$ cat src/rtl/hoeraa_arb2.sv
// Purpose : two-requester round-robin arbiter sharing one 12-bit approximate adder,
//           with results queued in a 2-entry FIFO.
// Latency : 1 cycle from grant (rdyN) to ov; backpressure via ordy, rdyN drop when FIFO full and ordy=0.
// Config  : define HOERAA_ARB_EXACT_EN for an exact 13-bit sum instead of the approximate adder.
module hoeraa_arb2 (
    input  logic        clk,
    input  logic        rst,
    input  logic        v0,
    input  logic [11:0] a0,
    input  logic [11:0] b0,
    input  logic        v1,
    input  logic [11:0] a1,
    input  logic [11:0] b1,
    output logic        rdy0,
    output logic        rdy1,
    output logic        ov,
    input  logic        ordy,
    output logic [12:0] osum,
    output logic        oid
);

    logic [1:0]        count_q, count_d;
    logic              ptr_q, ptr_d;
    logic              rd_q, rd_d;
    logic              wr_q, wr_d;
    logic [1:0][12:0]  mem_sum_q, mem_sum_d;
    logic [1:0]        mem_id_q, mem_id_d;

    logic              space;
    logic              gnt;
    logic              gnt_id;
    logic              push;
    logic              pop;
    logic [11:0]       op_a;
    logic [11:0]       op_b;
    logic [12:0]       sum;

    // Arbitration: grant only with room; ptr breaks ties, single requester wins outright.
    always_comb begin
        space  = (count_q < 2'd2) | ordy;
        gnt    = space & (v0 | v1) & ~rst;
        gnt_id = (v0 & v1) ? ptr_q : v1;
        rdy0   = gnt & ~gnt_id;
        rdy1   = gnt & gnt_id;
        push   = gnt;
        pop    = (count_q != 2'd0) & ordy;
        op_a   = gnt_id ? a1 : a0;
        op_b   = gnt_id ? b1 : b0;
    end

`ifdef HOERAA_ARB_EXACT_EN
    // Exact adder: full 13-bit sum of the granted operands.
    always_comb begin
        sum = {1'b0, op_a} + {1'b0, op_b};
    end
`else
    logic [5:0] sum_hi;
    // Low five bits are never computed, so they do not feed the datapath.
    logic       unused_lo;
    assign unused_lo = ^{op_a[4:0], op_b[4:0]};

    // Approximate adder: low bits forced high, bits 5/6 cheap OR/XOR guesses,
    // upper slice exact with a carry-in taken only from bit 6.
    always_comb begin
        sum_hi = {1'b0, op_a[11:7]} + {1'b0, op_b[11:7]} + {5'd0, op_a[6] & op_b[6]};
        sum    = {sum_hi,
                  (op_a[6] ^ op_b[6]) | (op_a[5] & op_b[5] & op_a[6] & op_b[6]),
                  op_a[5] | op_b[5],
                  5'b11111};
    end
`endif

    // Next-state for FIFO storage, pointers, occupancy and round-robin pointer.
    always_comb begin
        mem_sum_d = mem_sum_q;
        mem_id_d  = mem_id_q;
        wr_d      = wr_q;
        rd_d      = rd_q;
        count_d   = count_q;
        ptr_d     = ptr_q;
        if (push) begin
            mem_sum_d[wr_q] = sum;
            mem_id_d[wr_q]  = gnt_id;
            wr_d            = ~wr_q;
            ptr_d           = ~gnt_id;
        end
        if (pop) begin
            rd_d = ~rd_q;
        end
        case ({push, pop})
            2'b10:   count_d = count_q + 2'd1;
            2'b01:   count_d = count_q - 2'd1;
            default: count_d = count_q;
        endcase
    end

    // State registers; reset clears everything including stored results.
    always_ff @(posedge clk or posedge rst) begin
        if (rst) begin
            count_q   <= 2'd0;
            ptr_q     <= 1'b0;
            rd_q      <= 1'b0;
            wr_q      <= 1'b0;
            mem_sum_q <= '0;
            mem_id_q  <= '0;
        end else begin
            count_q   <= count_d;
            ptr_q     <= ptr_d;
            rd_q      <= rd_d;
            wr_q      <= wr_d;
            mem_sum_q <= mem_sum_d;
            mem_id_q  <= mem_id_d;
        end
    end

    // Head of FIFO drives the result port directly from storage.
    always_comb begin
        ov   = (count_q != 2'd0);
        osum = mem_sum_q[rd_q];
        oid  = mem_id_q[rd_q];
    end

endmodule

$ cat config.mk
export PLATFORM = sky130hd
export DESIGN_NAME = hoeraa_arb2
export DESIGN_NICKNAME = d
export VERILOG_FILES = /design/src/rtl/hoeraa_arb2.sv
export SDC_FILE = /design/constraint.sdc
export NUM_CORES = 1
export LEC_CHECK = 0
export ABC_CLOCK_PERIOD_IN_PS = 6300
export CORE_MARGIN = 1
export CORE_UTILIZATION = 45
export DETAILED_ROUTE_END_ITERATION = 8
export PLACE_DENSITY_LB_ADDON = 0.15
export RECOVER_POWER = 50
export REMOVE_ABC_BUFFERS = 1
export SETUP_SLACK_MARGIN = 0.3
export SLEW_MARGIN = 20
export SYNTH_ARGS = -nofsm -noshare
export SYNTH_HDL_FRONTEND = slang
export SYNTH_SLANG_ARGS = --single-unit
$ cat constraint.sdc
create_clock -name clk -period 6.3 [get_ports clk]
set_input_delay 0.63 -clock clk [delete_from_list [all_inputs] [get_ports clk]]
set_output_delay 0.63 -clock clk [all_outputs]
set_load 0.02 [all_outputs]
==> impl_metrics.yaml <==
global_routing:
  grt-busiest-layer: "met2"
  met2_usage_pct: 33.7
  grt_pass1_wl_um: 4970
  antenna_found_initial: 0
  grt_pass1_vias: 1135
  grt_max_degree: 26
  use_met1_pct: 20.9
  overflow: 0
  grtUsageTotal_pct: 18.2
  gr-usage-met3_pct: 3.15
timing:
  min_period_ns: 3.65
  tightest_slew_ns: 2.51
  relSlewSlack_pct: -69.7
  min_period_over_period_pct: 58.0
  fin_tns_setup_ns: 0
  drv_slew: 15
  hold_viol_final: 0
  finalWorstSetupSlack_ns: 2.65
  fin_skew_ns: 0.00648
  finalSetupViolCount: 0
  max_freq_ghz: 0.274
  grt_setup_unrepaired: "false"
critical_path:
  cp_max_fo: 18
  start_kind: "input pin"
  crit_chain: "clkdlybuf4s50_1, inv_1, o21ai_2, mux2_2, ha_1, inv_1, fa_1, fa_1, nand2b_1, a21oi_1, xor2_1, mux2_2"
  slowest_delay_ns: 0.70
  r2r-start: "ptr_q"
  crit_start: "v0"
  endpoint_kind: "flip-flop"
  crit_required_ns: 6.52
  worstSetupPathType: "in2reg"
  crit_arrival_ns: 3.87
  crit_path_top_delay_cell: "o21ai_2"
cts:
  post-cts-setup-buffers: 0
  clk_latency_ns: 0.32
  cts_sinks: 25
  cts_buffers: 3
  cts_resized: 0
  path_clk_slew_ns: 0.13
  cts_tree: "done"
  postCtsHoldBufs: 0
  cts_max_level: 1
  clockRootBuffer: "clkbuf_4"
  clockBufferDepth: 2
logic_synthesis:
  syn_area_sq_um: 1590
  syn_inst: 142
  synth_edf_count: 0
  syn_area_per_cell_sq_um: 11.2
  ys_seq_area_share_pct: 39.3
  yosys.area.top_type: "dfrtp_1"
  synth_area_leaders: "dfrtp_1 (39%), mux2_2 (20%), ha_1 (4.7%)"
  synth_cell_types: 30
  synth-async-reset-ratio_pct: 100
  yosys_register_bits: 25
  yosys_warnings: 0
  synth_top_area_share_pct: 39.3
  synth_top_flop_cell: "dfrtp_1"
floorplan:
  die_w_um: 61.4
  fp.dieH_um: 61.4
  pin_count: 70
  start_util_pct: 47.3
  coreArea_sq_um: 3360
  row_count: 21
  dieArea_sq_um: 3780
layout:
  drive_above_1_share_pct: 22.0
  stdcell_count: 232
  regArea_sq_um: 626
  syn2layout_area_growth_pct: 30.3
  fillerInstances: 308
  fin_nets: 248
  n_antenna_cell: 0
  multiInputGateArea_sq_um: 842
drt:
  num_vias: 1174
  first_pass_iters: 4
  wire_per_inst_um: 13.0
  drc: 0
  viasPerCell: 5.06
  postRouteAntennaNets: 0
  drtIter0Drc: 9
  drt_wl_total_um: 3020
run:
  cap_violations: 1
placement:
  port_buffers: 49
  gp_congestion: 0.673
  dp_hpwl_um: 2390
  dp_cells: 228
  dpl_worst_slack_ns: 2.25
hold_path:
  hold_class: "reg2reg"
  hp-start: "mem_sum_q[17]"
power_and_ir_drop:
  power.density_nw_per_um2: 385
  p_leak_nw: 0.856
  vdd_drop_max_mv: 0.131
outcome:
  status: "finished with violations"
  violations: "capacitance limit, slew limit"
## cells in the mapped netlist (2+ instances only)
| cell type | count |
|---|---|
| buf_6 | 2 |
| o21ai_0 | 2 |
| mux2i_1 | 4 |
| nand2_1 | 8 |
| or2_2 | 2 |
| xnor2_1 | 3 |
| buf_4 | 5 |
| ha_1 | 6 |
| buf_2 | 2 |
| xor2_1 | 4 |
| a21oi_1 | 5 |
| nand4_1 | 2 |
| nand2b_1 | 3 |
| o21ai_2 | 4 |
| fa_1 | 2 |
| dfrtp_1 | 25 |
| a31oi_1 | 3 |
| mux2_2 | 28 |
| nor2_1 | 14 |
| inv_1 | 8 |
## routing by layer
| metal | wire (um) | vias up |
|---|---|---|
| met5 | 0 | - |
| met2 | 1620 | 39 |
| met3 | 133 | 4 |
| met1 | 1220 | 557 |
| met4 | 49 | 0 |
| li1 | - | 574 |
## cell families (layout without fill, tap and decap cells)
| logic type | Yosys count | after routing | share of synthesized area (%) |
|---|---|---|---|
| AOI/OAI and AO/OA | 16 | 16 | 6.84 |
| xor gates and xnor gates | 7 | 7 | 3.86 |
| DFF | 25 | 25 | 39.3 |
| and+or+nand+nor | 37 | 37 | 14.1 |
| adders and majority gates | 8 | 8 | 7.24 |
| muxes | 32 | 32 | 22.3 |
| buffers and inverters | 17 | 61 | 6.29 |
## flip-flops by register name, summed over array words and instances (netlist names)
signal and flops:
mem_id_q 2, count_q 2, wr_q 1, ptr_q 1, mem_sum_q 18, rd_q 1
## where the power goes
group | switching (mW) | leakage [nW] | internal (mW) | total (mW)
sequential | 0.0577 | 0.285 | 0.233 | 0.291
combinational | 0.196 | 0.556 | 0.240 | 0.437
clock | 0.0451 | 0.0150 | 0.0248 | 0.0699
total | 0.299 | 0.856 | 0.499 | 0.798
## path summary, 6_finish.rpt
check	to	cells after the start	slack [ns]
setup reg to reg	mem_sum_q[11]	10	3.09
setup / recovery	mem_sum_q[11]	12	2.65
hold reg to reg	mem_sum_q[17]	1	0.48
min in group asynchronous	mem_sum_q[23]	2	1.06
max in group asynchronous	count_q[0]	2	4.68
hold / removal	mem_sum_q[17]	1	0.48
## critical path, delay by kind of cell
| family | cells | cell delay [ns] |
|---|---|---|
| and+or+nand+nor | 1 | 0.16 |
| adders and majority gates | 3 | 0.95 |
| xor gates and xnor gates | 1 | 0.12 |
| buffers and inverters | 3 | 0.57 |
| AOI/OAI and AO/OA | 2 | 0.85 |
| muxes | 2 | 0.58 |
## layout make-up
class | count | area share, %
Inverter | 8 | 1.45
Clock buffer | 4 | 1.27
Timing Repair Buffer | 49 | 23.7
Sequential cell | 25 | 30.2
Tap cell | 46 | 2.78
Multi-Input combinational cell | 100 | 40.6
## cell usage in the layout (no fill, tap or decap), types with 2 or more instances in the layout
| cell | n |
|---|---|
| o21ai_0 | 3 |
| dfrtp_1 | 25 |
| fa_1 | 2 |
| nand2b_1 | 3 |
| a31oi_1 | 3 |
| clkdlybuf4s50_1 | 48 |
| a21oi_1 | 5 |
| mux2_2 | 28 |
| mux2i_1 | 4 |
| or2_2 | 2 |
| xor2_1 | 4 |
| nand2_1 | 8 |
| nand4_1 | 2 |
| o21ai_2 | 3 |
| ha_1 | 6 |
| xnor2_1 | 3 |
| inv_1 | 8 |
| clkbuf_4 | 3 |
| nor2_1 | 14 |
## stage by stage
step | hold slack, ns | power (mW) | util [%] | instance area (sq um)
2_1_floorplan | 0.430 | 0.575 | - | 1520
3_3_place_gp | 0.452 | 0.723 | 61.5 | 2070
3_5_place_dp | 0.451 | 0.741 | 61.5 | 2070
4_1_cts | 0.481 | 0.813 | 62.3 | 2090
5_1_grt | 0.497 | 0.860 | 61.6 | 2070
6_report | 0.480 | 0.798 | 61.6 | 2070
Power figures use the tool's default switching activity.
